===== config.mk =====
export PLATFORM = sky130hd
export DESIGN_NAME = spi_arbiter
export DESIGN_NICKNAME = d
export VERILOG_FILES = /design/src/rtl/spi_arbiter.sv
export SDC_FILE = /design/constraint.sdc
export NUM_CORES = 1
export LEC_CHECK = 0
export CAP_MARGIN = 5
export CORE_MARGIN = 4
export CORE_UTILIZATION = 45
export CTS_CLUSTER_SIZE = 20
export DETAILED_ROUTE_END_ITERATION = 6
export PLACE_DENSITY_LB_ADDON = 0.1
export SLEW_MARGIN = 30
export SYNTH_ARGS = -nofsm -noshare
export SYNTH_HDL_FRONTEND = slang
export SYNTH_SLANG_ARGS = --single-unit

===== constraint.sdc =====
create_clock -name i_spi_arb_clk -period 5.4 [get_ports i_spi_arb_clk]
set_input_delay 0.54 -clock i_spi_arb_clk [delete_from_list [all_inputs] [get_ports i_spi_arb_clk]]
set_output_delay 0.54 -clock i_spi_arb_clk [all_outputs]
set_load 0.1 [all_outputs]

===== src/rtl/spi_arbiter.sv =====
`default_nettype none
// ============================================================================
//  Module      : spi_arbiter
//  Description : Round-robin arbiter sharing one spi_master between N_REQ
//                requesters. Serialises commands onto the master's
//                data_in/start port, waits for done, returns read data and a
//                one-cycle acknowledge to the granted requester.
//  Revision    : 1.0  initial release
// ============================================================================
module spi_arbiter #(
    parameter int N_REQ      = 4,
    parameter int CMD_W      = 10,
    parameter int DATA_W     = 8,
    parameter int GAP_CYCLES = 3
) (
    input  logic                   i_spi_arb_clk,
    input  logic                   i_spi_arb_rst,
    input  logic [N_REQ-1:0]       i_spi_arb_req,
    input  logic [N_REQ*CMD_W-1:0] i_spi_arb_cmd,
    output logic [N_REQ-1:0]       o_spi_arb_gnt,
    output logic [N_REQ-1:0]       o_spi_arb_ack,
    output logic [DATA_W-1:0]      o_spi_arb_rdata,
    output logic                   o_spi_arb_busy,
    output logic [CMD_W-1:0]       o_spi_arb_m_data_in,
    output logic                   o_spi_arb_m_start,
    input  logic                   i_spi_arb_m_done,
    input  logic [DATA_W-1:0]      i_spi_arb_m_data_out
);

    localparam int IDX_W = (N_REQ > 1) ? $clog2(N_REQ) : 1;
    localparam int GAP_W = $clog2(GAP_CYCLES + 1);

    localparam logic [IDX_W-1:0] c_last_rst = IDX_W'(N_REQ - 1);
    localparam logic [N_REQ-1:0] c_one      = N_REQ'(1);
    localparam logic [GAP_W-1:0] c_gap_last = GAP_W'(GAP_CYCLES - 1);
    localparam logic [1:0]       c_rd_op    = 2'b11;

    typedef enum logic [2:0] {
        S_IDLE      = 3'd0,
        S_GRANT     = 3'd1,
        S_START     = 3'd2,
        S_WAIT_DONE = 3'd3,
        S_RESP      = 3'd4,
        S_GAP       = 3'd5
    } state_t;

    state_t              r_state;
    state_t              w_state_next;

    logic [IDX_W-1:0]    r_last;
    logic [CMD_W-1:0]    r_cmd;
    logic [N_REQ-1:0]    r_gnt;
    logic [N_REQ-1:0]    r_ack;
    logic [DATA_W-1:0]   r_rdata;
    logic                r_busy;
    logic                r_m_start;
    logic [GAP_W-1:0]    r_gap_cnt;

    logic                w_found;
    logic [IDX_W-1:0]    w_winner;
    logic [IDX_W-1:0]    w_idx;
    logic [CMD_W-1:0]    w_win_cmd;
    logic                w_is_read;

    // Round-robin search: scan from last+1 upward (wrapping), first set req wins.
    always_comb begin
        w_found  = 1'b0;
        w_winner = '0;
        w_idx    = '0;
        for (int i = 1; i <= N_REQ; i++) begin
            w_idx = IDX_W'((int'(r_last) + i) % N_REQ);
            if (!w_found && i_spi_arb_req[w_idx]) begin
                w_found  = 1'b1;
                w_winner = w_idx;
            end
        end
    end

    assign w_win_cmd = i_spi_arb_cmd[int'(w_winner)*CMD_W +: CMD_W];
    assign w_is_read = (r_cmd[CMD_W-1 -: 2] == c_rd_op);

    // State register.
    always_ff @(posedge i_spi_arb_clk or posedge i_spi_arb_rst) begin
        if (i_spi_arb_rst) begin
            r_state <= S_IDLE;
        end else begin
            r_state <= w_state_next;
        end
    end

    // Next-state logic.
    always_comb begin
        w_state_next = r_state;
        case (r_state)
            S_IDLE:      if (w_found) w_state_next = S_GRANT;
            S_GRANT:     w_state_next = S_START;
            S_START:     w_state_next = S_WAIT_DONE;
            S_WAIT_DONE: if (i_spi_arb_m_done) w_state_next = S_RESP;
            S_RESP:      w_state_next = S_GAP;
            S_GAP:       if (r_gap_cnt == c_gap_last) w_state_next = S_IDLE;
            default:     w_state_next = S_IDLE;
        endcase
    end

    // Gap counter: number of cycles already spent in GAP.
    always_ff @(posedge i_spi_arb_clk or posedge i_spi_arb_rst) begin
        if (i_spi_arb_rst) begin
            r_gap_cnt <= '0;
        end else if (r_state == S_GAP) begin
            r_gap_cnt <= r_gap_cnt + GAP_W'(1);
        end else begin
            r_gap_cnt <= '0;
        end
    end

    // Registered outputs. The winner's command, grant and last pointer are
    // captured on the IDLE->GRANT edge so they are already visible while in
    // GRANT (one cycle after the request is sampled).
    always_ff @(posedge i_spi_arb_clk or posedge i_spi_arb_rst) begin
        if (i_spi_arb_rst) begin
            r_last    <= c_last_rst;
            r_cmd     <= '0;
            r_gnt     <= '0;
            r_ack     <= '0;
            r_rdata   <= '0;
            r_busy    <= 1'b0;
            r_m_start <= 1'b0;
        end else begin
            r_busy    <= (w_state_next != S_IDLE);
            r_m_start <= (r_state == S_GRANT);
            r_ack     <= '0;
            case (r_state)
                S_IDLE: begin
                    if (w_found) begin
                        r_cmd  <= w_win_cmd;
                        r_gnt  <= c_one << w_winner;
                        r_last <= w_winner;
                    end
                end
                S_WAIT_DONE: begin
                    if (i_spi_arb_m_done) begin
                        r_ack   <= r_gnt;
                        r_rdata <= w_is_read ? i_spi_arb_m_data_out : '0;
                    end
                end
                S_RESP: begin
                    r_gnt <= '0;
                end
                default: begin
                end
            endcase
        end
    end

    assign o_spi_arb_gnt       = r_gnt;
    assign o_spi_arb_ack       = r_ack;
    assign o_spi_arb_rdata     = r_rdata;
    assign o_spi_arb_busy      = r_busy;
    assign o_spi_arb_m_data_in = r_cmd;
    assign o_spi_arb_m_start   = r_m_start;

endmodule
`default_nettype wire


==> impl_metrics.yaml, run 1 <==
final_layout:
  n_antenna_cell: 0
  final_nets: 317
  drive_gt1_share_pct: 11.8
  finalNonFillerCells: 310
  fillers: 316
  layout_commonest_cell: "clkdlybuf4s50_1"
  syn2layout_area_growth_pct: 49.7
  final_cell_mix: "82 x clkdlybuf4s50_1, 33 x dfrtp_1, 29 x nand3_1"
die:
  die-area_um2: 5120
  fp-row-count: 22
  ioPinCount: 83
  dieHeight_um: 71.6
  start_util_pct: 48.2
  die_w_um: 71.6
  fp.coreArea_um2: 3770
synthesis:
  netlist.top_cell.by_area: "dfrtp_1"
  postSynthNetCount: 238
  async_flop_share_pct: 100
  ys_types: 40
  ys_ff_latch: 35
  synth_fa_ha_area_share_pct: 0.688
  postSynthCellCount: 182
  ys.flop_type: "dfrtp_1"
  synthSimpleGateAreaFrac_pct: 22.0
  synth-xor-area-share_pct: 0
  synth_top_area_share_pct: 45.4
  synth_edf_count: 0
  syn_area_um2: 1820
  synth_compound_area_share_pct: 22.4
  synth_area_leaders: "dfrtp_1 45%, nand3_1 8.0%, a41oi_2 7.2%, nand2_1 4.5%, a22oi_1 4.1%"
  synth.avg_cell_area_um2: 10.0
  synth_top_family_by_area: "compound AO/OA/AOI/OAI gates"
  synthMuxAreaShare_pct: 0.619
  yosysWarningCount: 0
  ys_seq_area_share_pct: 48.3
worst_setup_path:
  crit_family: "buffers and inverters"
  worstSetupEndpointType: "primary output"
  critical_path_class: "register to primary output"
  crit_slowest_cell: "clkdlybuf4s50_1"
  ff2ff_setup_slack_ns: 3.54
  regToRegEndpoint: "o_spi_arb_m_data_in[4]"
  crit_buf_inv: 1
  r2r_start: "r_last[1]"
  crit_arrival_ns: 1.85
  crit_path_max_incr_delay_ns: 1.16
  worstPathRequired_ns: 4.86
  cp-start-kind: "register"
  path_cells: "clkdlybuf4s50_1"
  r2r_cells: 5
  crit_fanout: 3
clock_tree:
  cts_buffer_depth: 2
  cts_hold_buf: 0
  clockRootBuffer: "clkbuf_8"
  cts_tree: "done"
  numCtsBuffers: 5
  cts_resized: 0
  clk_pin_slew_ns: 0.07
  h-tree-depth: 2
  clk-insertion-delay-late_ns: 0.29
  post_cts_buffers: 0
  cts_sinks: 35
drt:
  drt_first_pass_iters: 4
  wl_per_cell_um: 15.8
  route.antenna.remaining_nets: 0
  drc: 0
  routed_via_density: 5.37
  routed_wl_um: 4900
  vias: 1666
  drtIter0Drc: 86
grt:
  grt_overflow: 0
  grtUsageTotal_pct: 19.5
  grt_pass1_vias: 1685
  antenna_found_initial: 0
  grt_max_degree: 36
  grt_pass1_wl_um: 7860
status:
  outcome: "finished, final reports clean"
hold_path:
  hold_class: "register to register"
  worstHoldStart: "r_gap_cnt[0]"
  hold_path_depth: 1
  holdPathEnd: "r_gap_cnt[0]"
flow_run:
  drv_cap: 0
power_and_ir_drop:
  powerDensity_nw_per_um2: 675
  ir_worst_vdd_mv: 0.360
  leakage_nw: 1.11
sta:
  slew_violations: 0
  tightestPinTransition_ns: 1.01
  fin_tns_setup_ns: 0
  min_period_over_period_pct: 44.2
  rsz0062_at_grt: "no"
  finalSetupViolCount: 0
  finalHoldViolations: 0
  post-route-min-period_ns: 2.39
  maxSlewHeadroom_pct: 32.7
  fmax_mhz: 419
  finClkSkew_ns: 0.00904
placed_design:
  gp_congestion: 0.789
  dp_hpwl_um: 3610
  numPortBuffers: 82
  dpl.cell_count: 301
## kinds of logic (layout without fill, tap and decap cells)
family	count (synthesis)	after routing
AND/OR/NAND/NOR	83	83
AO/OA/AOI/OAI	43	43
flip-flops	35	35
buffers and inverters	19	99
adder cells (fa/ha/maj)	1	1
multiplexers	1	1
## how the worst max path moves through the flow
stage,from,endpoint,slack (ns),cells past startpoint
2_1_floorplan,r_last[1],o_spi_arb_m_data_in[0],3.71,7
3_3_place_gp,i_spi_arb_req[3],o_spi_arb_m_data_in[6],2.76,5
3_5_place_dp,i_spi_arb_req[3],o_spi_arb_m_data_in[6],2.70,5
4_1_cts,o_spi_arb_m_data_in[8],o_spi_arb_m_data_in[8],3.00,1
5_1_grt,o_spi_arb_m_data_in[8],o_spi_arb_m_data_in[8],2.98,1
6_report,o_spi_arb_m_data_in[8],o_spi_arb_m_data_in[8],3.01,1
## layout make-up
type	count	area, um^2	share of cell area (%)
sequential	35	878	32.2
timing repair buffer	86	851	31.2
multi-input combinational	128	832	30.5
clock buffer	5	68.8	2.53
tap	48	60.1	2.20
inverter	5	18.8	0.689
clock inverter	3	15.0	0.551
## cell usage after synthesis, types with 2 or more instances
library cell,count
a41oi_1,2
a22oi_1,10
nor2_1,15
o21ai_0,5
or3_1,2
a21oi_1,3
buf_6,4
o211ai_1,2
nand3b_1,2
inv_1,5
clkbuf_1,4
nand3_1,29
nand2_1,22
buf_2,5
dfrtp_1,33
and2_1,5
a41oi_2,8
or2_2,2
dfstp_2,2
a22o_1,2
## stage by stage
stage / total power, mW / utilization (%) / setup slack, ns / hold WS, ns / instance area (um^2)
6_report: 1.84 / 72.2 / 3.01 / 0.425 / 2720
5_1_grt: 1.92 / 72.2 / 2.98 / 0.467 / 2720
4_1_cts: 1.84 / 72.0 / 3.00 / 0.432 / 2720
3_5_place_dp: 1.65 / 69.8 / 2.70 / 0.421 / 2630
3_3_place_gp: 1.64 / 69.8 / 2.76 / 0.415 / 2630
2_1_floorplan: 1.39 / - / 3.71 / 0.403 / 1820
## report_power, final
part	switching [mW]	leakage (nW)	internal, mW	total, mW
Combinational	0.873	0.627	0.321	1.19
Sequential	0.0866	0.434	0.370	0.456
Clock	0.0998	0.0477	0.0883	0.188
## state kept, by name (all words and copies together), names as in the netlist
name and count:
o_spi_arb_m_start 1, r_state 3, r_last 2, o_spi_arb_gnt 4, o_spi_arb_m_data_in 10, o_spi_arb_ack 4
o_spi_arb_rdata 8, r_gap_cnt 2, o_spi_arb_busy 1
## metal layers
| layer | share of wire (%) | track usage, % | up-vias |
|---|---|---|---|
| met2 | 48 | 32.6 | 63 |
| li1 | - | - | 816 |
| met4 | 3.1 | 9.81 | 0 |
| met1 | 41 | 22.6 | 772 |
| met3 | 7.8 | 5.89 | 15 |
| met5 | 0 | 0 | - |
No activity file was read; power rests on OpenSTA's default activity.
==> run 2, diff against run 1 <==
Settings changed: CORE_UTILIZATION 45 to 37.
Clock period 5.4 ns to 2.1 ns, I/O delays scaled along.
==> run 2 against run 1 <==
Effect of this change:
- global-route usage fell by 3.4 points
- setup slack got worse by 2.8 ns
- first-iteration DRC count fell by 27%
- die area rose by 19%
- core utilization fell by 15 points
- sequential share of layout area rose by 0.27 points
- register-to-register slack got worse by 3.3 ns
- final area fell by 0.83%
- critical path depth rose by 4
- count of clock-buffer cells in the layout rose by 1
- sequential power rose to 2.6 times the previous value
- largest power group unchanged
- highest routed layer unchanged
==> impl_metrics.yaml, run 2 (synthesis gave the netlist of run 1 again) <==
clock_tree:
  cts_sinks: 35
  cts_hold_buf: 0
  post_cts_buffers: 0
  cts_tree: "done"
  cts_buffer_depth: 2
  clk-insertion-delay-late_ns: 0.27
  clk_pin_slew_ns: 0.07
  h-tree-depth: 2
  cts_resized: 0
  clockRootBuffer: "clkbuf_8"
  numCtsBuffers: 5
worst_setup_path:
  critical_path_class: "register to register"
  path_cells: "mux2_1 > a22oi_2 > nand2_1 > nand3_1 > a41oi_2"
  crit_slowest_cell: "dfstp_2"
  ff2ff_setup_slack_ns: 0.23
  regToRegEndpoint: "o_spi_arb_m_data_in[4]"
  r2r_start: "r_last[1]"
  r2r_cells: 5
  crit_fanout: 11
  cp-start-kind: "register"
  crit_path_max_incr_delay_ns: 0.62
  crit_arrival_ns: 2.01
  worstSetupEndpointType: "register"
  worstPathRequired_ns: 2.24
  crit_buf_inv: 0
  crit_family: "flip-flops"
final_layout:
  layout_commonest_cell: "clkdlybuf4s50_1"
  drive_gt1_share_pct: 22.5
  fillers: 445
  largest_reg_flops: 10
  n_antenna_cell: 0
  syn2layout_area_growth_pct: 48.5
  final_nets: 318
  finish.utilization_pct: 56.8
  finalNonFillerCells: 329
  final_cell_mix: "54 x clkdlybuf4s50_1, 33 x dfrtp_1, 32 x buf_4"
die:
  fp.coreArea_um2: 4750
  fp-row-count: 25
  ioPinCount: 83
  die_w_um: 78.1
  start_util_pct: 38.3
  dieHeight_um: 78.1
  die-area_um2: 6100
sta:
  maxSlewHeadroom_pct: 67.7
  post-route-min-period_ns: 1.87
  rsz0062_at_grt: "no"
  finalHoldViolations: 0
  fin_tns_setup_ns: 0
  min_period_over_period_pct: 89.1
  finClkSkew_ns: 0.00143
  worst_slack_ns: 0.230
  tightestPinTransition_ns: 0.484
  slew_violations: 0
  finalSetupViolCount: 0
  fmax_mhz: 535
placed_design:
  numPortBuffers: 82
  dp_slack_ns: 0.0168
  dp_hpwl_um: 3440
  dpl.cell_count: 322
  gp_congestion: 0.847
power_and_ir_drop:
  power_frac_comb_pct: 64.6
  sequentialPowerShare_pct: 25.2
  internal_power_mw: 1.99
  clock_power_share_pct: 10.3
  powerDensity_nw_per_um2: 1730
  switching_share_pct: 57.5
  leakage_nw: 1.15
  switchingPower_mw: 2.69
  ir_worst_vdd_mv: 0.962
drt:
  routed_wl_um: 4730
  drc: 0
  drt_first_pass_iters: 4
  route.antenna.remaining_nets: 0
  drtIter0Drc: 63
  routed_via_density: 5.10
  vias: 1679
  wl_per_cell_um: 14.4
grt:
  grt_max_degree: 36
  grtUsageTotal_pct: 16.1
  grt_pass1_wl_um: 7880
  grt_overflow: 0
  grt_pass1_vias: 1646
  antenna_found_initial: 0
flow_run:
  drv_cap: 0
status:
  outcome: "finished, final reports clean"
hold_path:
  hold_class: "primary input to async pin"
## run 2: cell types whose count changed in the layout (fill, tap and decap cells not counted), sizes merged
cell           before  now
buf                 4   33
clkdlybuf4s50      82   54
clkinv              3    1
clkbuf              5    6
## run 2: through the flow
step | hold WS [ns] | area, um^2 | total power [mW]
after floorplan | 0.343 | 1820 | 3.57
after global placement | 0.418 | 2610 | 4.21
after detailed placement | 0.427 | 2610 | 4.23
after CTS | 0.357 | 2700 | 4.72
after global routing | 0.380 | 2700 | 4.94
final | 0.338 | 2700 | 4.68
## run 2: routing by layer
layer  part of all wire (%)  vias to the layer above  GRT usage [%]
met4                    1.1                        0           3.15
met2                     48                       68           27.6
li1                       -                      815              -
met5                      0                        -              0
met1                     42                      792           19.8
met3                    8.5                        4           5.16
## run 2: worst max path at each step
| stage | slack (ns) | end | startpoint | depth (start not counted) |
|---|---|---|---|---|
| 3_3_place_gp | 0.06 | o_spi_arb_m_data_in[5] | i_spi_arb_req[0] | 6 |
| 5_1_grt | 0.12 | o_spi_arb_m_data_in[6] | r_last[1] | 5 |
| 4_1_cts | 0.22 | o_spi_arb_m_data_in[5] | r_last[1] | 5 |
| 6_report | 0.23 | o_spi_arb_m_data_in[4] | r_last[1] | 5 |
| 2_1_floorplan | 0.41 | o_spi_arb_m_data_in[0] | r_last[1] | 7 |
| 3_5_place_dp | 0.02 | o_spi_arb_m_data_in[7] | i_spi_arb_req[3] | 6 |
## run 2: worst register-to-register path, cell delays in order (launching register included)
cell and delay (ns):
dfstp_2 0.62, mux2_1 0.35, a22oi_2 0.14, nand2_1 0.29, nand3_1 0.22, a41oi_2 0.12
## run 2: power by group through the flow
stage | combinational (mW) | clock [mW] | sequential, mW
2_1_floorplan | 0.986 | 0 | 2.59
3_3_place_gp | 3.03 | 0 | 1.19
3_5_place_dp | 3.05 | 0 | 1.18
4_1_cts | 3.04 | 0.498 | 1.18
5_1_grt | 3.19 | 0.526 | 1.22
6_report | 3.02 | 0.481 | 1.18
## run 2: layout make-up
| type | count | area [um^2] | area share (%) |
|---|---|---|---|
| Sequential cell | 35 | 878 | 32.5 |
| Clock buffer | 6 | 82.6 | 3.06 |
| Tap cell | 67 | 83.8 | 3.10 |
| Timing Repair Buffer | 87 | 801 | 29.6 |
| Multi-Input combinational cell | 128 | 832 | 30.8 |
| Clock inverter | 1 | 5.00 | 0.185 |
| Inverter | 5 | 18.8 | 0.695 |
